[src/rtl/bp_fe_ras_ctrl.sv]
// bp_fe_ras_ctrl: return-address stack controller for the fetch stage.
// Pushes the link address on calls and pops a predicted target on returns.
// Backend redirects empty the stack.
// Optional feature: define BP_FE_RAS_CKPT_EN to add checkpoint save and restore
// of the stack pointer and count. The default build leaves it out.
module bp_fe_ras_ctrl
  #(parameter int eaddr_width_p = 64
   ,parameter int ras_els_p     = 8
   ,parameter int class_width_p = 3
   )
  (input  logic                     clk_i
  ,input  logic                     reset_i
  ,input  logic                     scan_v_i
  ,input  logic [class_width_p-1:0] scan_class_i
  ,input  logic                     scan_compressed_i
  ,input  logic [eaddr_width_p-1:0] pc_i
  ,input  logic                     flush_i
  ,output logic                     pred_v_o
  ,output logic [eaddr_width_p-1:0] pred_addr_o
  ,output logic                     empty_o
  ,output logic                     full_o
`ifdef BP_FE_RAS_CKPT_EN
  ,input  logic                     ckpt_save_i
  ,input  logic                     ckpt_restore_i
`endif
  );

  localparam int ptr_w_lp = $clog2(ras_els_p);
  localparam int cnt_w_lp = $clog2(ras_els_p + 1);

  // Scan class encodings (bp_fe_instr_scan_class_e ordering)
  localparam logic [class_width_p-1:0] e_rvi_call = class_width_p'(4);
  localparam logic [class_width_p-1:0] e_rvi_ret  = class_width_p'(5);
  localparam logic [cnt_w_lp-1:0]      cnt_max_lp = cnt_w_lp'(ras_els_p);

  // Entry storage is deliberately not reset; count_r decides what is valid
  logic [eaddr_width_p-1:0] mem_r [ras_els_p];
  logic [ptr_w_lp-1:0]      tos_r;
  logic [cnt_w_lp-1:0]      count_r;

  logic [eaddr_width_p-1:0] w_link_addr;
  logic                     w_call;
  logic                     w_ret_hit;
  logic                     w_restore;
  logic                     w_mem_we;
  logic [ptr_w_lp-1:0]      w_tos_n;
  logic [cnt_w_lp-1:0]      w_cnt_n;

`ifdef BP_FE_RAS_CKPT_EN
  logic [ptr_w_lp-1:0]      ckpt_tos_r;
  logic [cnt_w_lp-1:0]      ckpt_cnt_r;
  assign w_restore = ckpt_restore_i;
`else
  assign w_restore = 1'b0;
`endif

  // Link address wraps modulo 2^eaddr_width_p (carry out dropped)
  assign w_link_addr = pc_i + (scan_compressed_i ? eaddr_width_p'(2) : eaddr_width_p'(4));
  assign w_call      = scan_v_i & (scan_class_i == e_rvi_call);
  assign w_ret_hit   = scan_v_i & (scan_class_i == e_rvi_ret) & (count_r != {cnt_w_lp{1'b0}});

  // A prediction is suppressed when the scan update is being discarded
  assign pred_v_o    = w_ret_hit & ~flush_i & ~w_restore;
  assign pred_addr_o = mem_r[tos_r];

  assign empty_o = (count_r == {cnt_w_lp{1'b0}});
  assign full_o  = (count_r == cnt_max_lp);

  // Next pointer/count with priority flush > restore > call > ret
  always_comb begin
    w_tos_n  = tos_r;
    w_cnt_n  = count_r;
    w_mem_we = 1'b0;
    if (flush_i) begin
      w_cnt_n = {cnt_w_lp{1'b0}};
    end
    else if (w_restore) begin
`ifdef BP_FE_RAS_CKPT_EN
      w_tos_n = ckpt_tos_r;
      w_cnt_n = ckpt_cnt_r;
`else
      w_tos_n = tos_r;
      w_cnt_n = count_r;
`endif
    end
    else if (w_call) begin
      // When full, the push lands on the oldest entry and count saturates
      w_tos_n  = tos_r + ptr_w_lp'(1);
      w_mem_we = 1'b1;
      if (count_r == cnt_max_lp) begin
        w_cnt_n = count_r;
      end
      else begin
        w_cnt_n = count_r + cnt_w_lp'(1);
      end
    end
    else if (w_ret_hit) begin
      w_tos_n = tos_r - ptr_w_lp'(1);
      w_cnt_n = count_r - cnt_w_lp'(1);
    end
    else begin
      w_tos_n = tos_r;
      w_cnt_n = count_r;
    end
  end

  // Pointer and count registers with synchronous reset
  always_ff @(posedge clk_i) begin
    if (reset_i) begin
      tos_r   <= {ptr_w_lp{1'b0}};
      count_r <= {cnt_w_lp{1'b0}};
    end
    else begin
      tos_r   <= w_tos_n;
      count_r <= w_cnt_n;
    end
  end

  // Write the link address into the slot above the current top on a call
  always_ff @(posedge clk_i) begin
    if (w_mem_we & ~reset_i) begin
      mem_r[w_tos_n] <= w_link_addr;
    end
  end

`ifdef BP_FE_RAS_CKPT_EN
  // Checkpoint capture of pre-update pointer/count; restore wins over save
  always_ff @(posedge clk_i) begin
    if (reset_i) begin
      ckpt_tos_r <= {ptr_w_lp{1'b0}};
      ckpt_cnt_r <= {cnt_w_lp{1'b0}};
    end
    else if (ckpt_save_i & ~ckpt_restore_i) begin
      ckpt_tos_r <= tos_r;
      ckpt_cnt_r <= count_r;
    end
  end
`endif

endmodule

[config.mk]
export PLATFORM = sky130hd
export DESIGN_NAME = bp_fe_ras_ctrl
export DESIGN_NICKNAME = d
export VERILOG_FILES = /design/src/rtl/bp_fe_ras_ctrl.sv
export SDC_FILE = /design/constraint.sdc
export NUM_CORES = 1
export LEC_CHECK = 0
export CELL_PAD_IN_SITES_DETAIL_PLACEMENT = 1
export CELL_PAD_IN_SITES_GLOBAL_PLACEMENT = 2
export CORE_MARGIN = 2
export CORE_UTILIZATION = 45
export CTS_CLUSTER_DIAMETER = 60
export CTS_CLUSTER_SIZE = 28
export DETAILED_ROUTE_END_ITERATION = 10
export DONT_BUFFER_PORTS = 1
export PLACE_DENSITY_LB_ADDON = 0.1
export SETUP_SLACK_MARGIN = 0.15
export SYNTH_ARGS = -nofsm -noshare
export SYNTH_HDL_FRONTEND = slang
export SYNTH_SLANG_ARGS = --single-unit
[constraint.sdc]
create_clock -name clk_i -period 10.6 [get_ports clk_i]
set_clock_uncertainty 0.1 [all_clocks]
set_input_delay 2.65 -clock clk_i [delete_from_list [all_inputs] [get_ports clk_i]]
set_output_delay 2.65 -clock clk_i [all_outputs]
set_load 0.05 [all_outputs]
==> results.md <==
* Final Hold Vio Count at 0
* Req. time, crit path at about 7900 ps
* Largest net degree at the start of global routing at between 100 and 150
* Tmin final at between 6000 and 7000 ps
* Origin of the critical flop-to-flop path: tos_r[1]
* Hold Path Stages at 2
* Synthesized flop and latch total at 519
* Nets@finish at roughly 1,100
* Part of the cycle the worst path needs at 0.5944
* Final ANT Viol Nets at 0
* Worst setup SP type: primary input
* PostCTS Resize Cnt at 0
* Layout cell share with drive strength beyond 1 at 0.2964
* CTS Buf Count at between 40 and 50
* Wirelength, routed at between 40,000 and 50,000 µm
* Mapped Area at about 21,000 µm²
* First-pass GRT wire length at between 60,000 and 70,000 µm
* Initial core utilization at 0.4550
* DP HPWL at 26,860 µm
* Setup bufs post-CTS at 0
* Maximum clock path buffer count at 3
* Synth Net Count at about 1,100
* Relative slew slack at 0.2986
* DR WL/cell at 28.05 µm
* Status: finished clean
* Vias at between 9,000 and 10,000
* Hold path start: count_r[2]
* Iter 0 DRT Violations at approximately 590
* # setup viols final at 0
* Worst hold slack at between 400 and 500 ps
* RSZ-0062 raised after global routing: no
* Distinct cells, synth at 43
* Io pins at 139
* Synth-to-Final Area Change at 10.82%
* PD cells at 172.7 nW/µm²
* P_leak at approximately 0.0070 µW
* Seq/Total Area, Yosys at 0.7339
* Achievable Freq at about 160 MHz
* Die Height at around 220 µm
* Total number of yosys warnings at 0
* Setup WS post-layout at ~4300 ps
* CP endpoint kind: output port
* IO Port Bufs at 0
* Worst-margin pin slew at 1046 ps
* Reg2Reg Capture Point: mem_r[6][11]
* Vias/cell at ~5.8
* Post-Synthesis Cells at 1,017
* Post-Syn Area per Cell at between 20 and 25 µm²
* Crit path DAT at 3550 ps
* Die width at ~220 µm
* CP Launch Point: flush_i
* CP Max Fanout at 6
* Clock Pin Slew Worst Setup and Hold Paths at roughly 60 ps
* Max-cap violations at 0
* Critical path class: primary input to output port
* Worst slack, placed at roughly 4300 ps
* H-tree depth at 2
* Antenna fix cells at 0
* Global route total overflow at 0
* # rows at slightly below 80
* Worst Hold Endpoint: count_r[2]
* Drt drc at 0
* Die area at just under 50,000 µm²
* Core area at between 40,000 and 50,000 µm²
* Clock sink count at about 520
* Initial antenna violation count at 0
* Cts-stage hold buffer count at 0
* GR Util All Layers at 0.1983
* Worst-skew pair later-pin latency at between 500 and 600 ps
* Max Slew Vio Count at 0
* CTS tree: done
* Post-Route Setup TNS at 0 ps
* GP Congestion at 0.7398
* Pre-antenna DRT Iters at 4
* R2R depth at 7
* Peak VDD IR at roughly 0.00013 V
* R2R setup slack at between 5000 and 6000 ps
* Vias in the first global route at 10,342
* Worst Hold Class: register to register
* Clock Tree Root: clkbuf_16
per-layer routing:
layer / vias to the layer above / track usage / part of all wire
li1: 4246 / - / -
met1: 5240 / 0.2768 / 0.44
met2: 171 / 0.3175 / 0.49
met3: 58 / 0.04220 / 0.052
met4: 0 / 0.05622 / 0.021
met5: - / 0 / 0
report_power, final:
part	switching (µW)	internal (µW)	total, µW	leakage [µW]
Sequential	4.10	2260	2260	0.00466
Clock	818	855	1670	0.000717
Combinational	77.3	35.6	113	0.00166
Total	899	3150	4050	0.00704
layout by cell type (no fill, tap or decap), drive strengths merged, types with 7 or more instances in the layout:
cell type / synthesis / final
mux4: 128 / 128
and3: 7 / 7
xor2: 34 / 34
mux2: 64 / 64
dfxtp: 7 / 7
nor2: 31 / 31
nor3: 20 / 20
clkinv: 0 / 11
nand2: 26 / 26
clkbuf: 22 / 43
buf: 20 / 23
xnor2: 34 / 34
nor4: 15 / 15
nand3: 22 / 22
edfxtp: 512 / 512
inv: 14 / 30
nand4: 26 / 26
sequential cells by signal, indices dropped and copies added (netlist names):
| name | flops |
|---|---|
| count_r | 4 |
| mem_r | 512 |
| tos_r | 3 |
cells in the mapped netlist, drive strengths merged:
cell type,number,area share
mux2i,1,0.00047
buf,20,0.0051
clkbuf,22,0.0039
nor4b,1,0.00071
nand4bb,1,0.00053
nor4,15,0.0085
nand3,22,0.0054
xnor2,34,0.014
dfxtp,7,0.0066
and3,7,0.0022
a21o,1,0.00036
fa,2,0.0019
nor3,20,0.0052
nand3b,3,0.0011
edfxtp,512,0.73
ha,6,0.0036
a21oi,6,0.0014
or3,1,0.00036
and4,4,0.0017
mux2,64,0.034
mux4,128,0.14
inv,14,0.0025
and2,2,0.00059
nor2b,1,0.00030
a31o,1,0.00041
xor2,34,0.014
nor2,31,0.0055
nand2,26,0.0046
nand2b,1,0.00030
nor3b,2,0.00071
or3b,1,0.00041
a2111oi,1,0.00041
nand4,26,0.0094
cells by family after synthesis:
kind of cell / synth area share
DFF: 0.7339
muxes: 0.1709
and+or+nand+nor: 0.04747
xor gates and xnor gates: 0.02817
buffers and inverters: 0.01148
AOI/OAI and AO/OA: 0.002605
adders and majority gates: 0.005445
critical path: stages:
cell and delay (ps):
nand4bb_1 270, nor2_1 180, and2_1 450
worst max path at each step:
stage                  end  slack (ps)  depth (start not counted)
6_report          pred_v_o        4300                          3
5_1_grt           pred_v_o        4240                          3
4_1_cts           pred_v_o        4290                          3
3_5_place_dp      pred_v_o        4290                          3
3_3_place_gp      pred_v_o        4300                          3
2_1_floorplan  mem_r[3][0]         180                          4
layout make-up:
class / count / area (µm²)
Sequential cell: 519 / 15530
Tap cell: 607 / 759.5
Clock buffer: 43 / 1055
Fill cell: 4098 / 23030
Timing Repair Buffer: 23 / 185.2
Multi-Input combinational cell: 442 / 5428
Clock inverter: 32 / 422.9
Inverter: 14 / 52.55
metrics by stage:
step / util / area (µm²) / cells / power [µW]
after global routing: 0.5043 / 23430 / 1680 / 4162
after detailed placement: 0.4725 / 21950 / 1605 / 2421
final: 0.5043 / 23430 / 1680 / 4045
after floorplan: - / 21140 / 1017 / 2395
after CTS: 0.5043 / 23430 / 1680 / 4091
after global placement: 0.4725 / 21950 / 1605 / 2418
No activity file was read; power rests on OpenSTA's default activity.
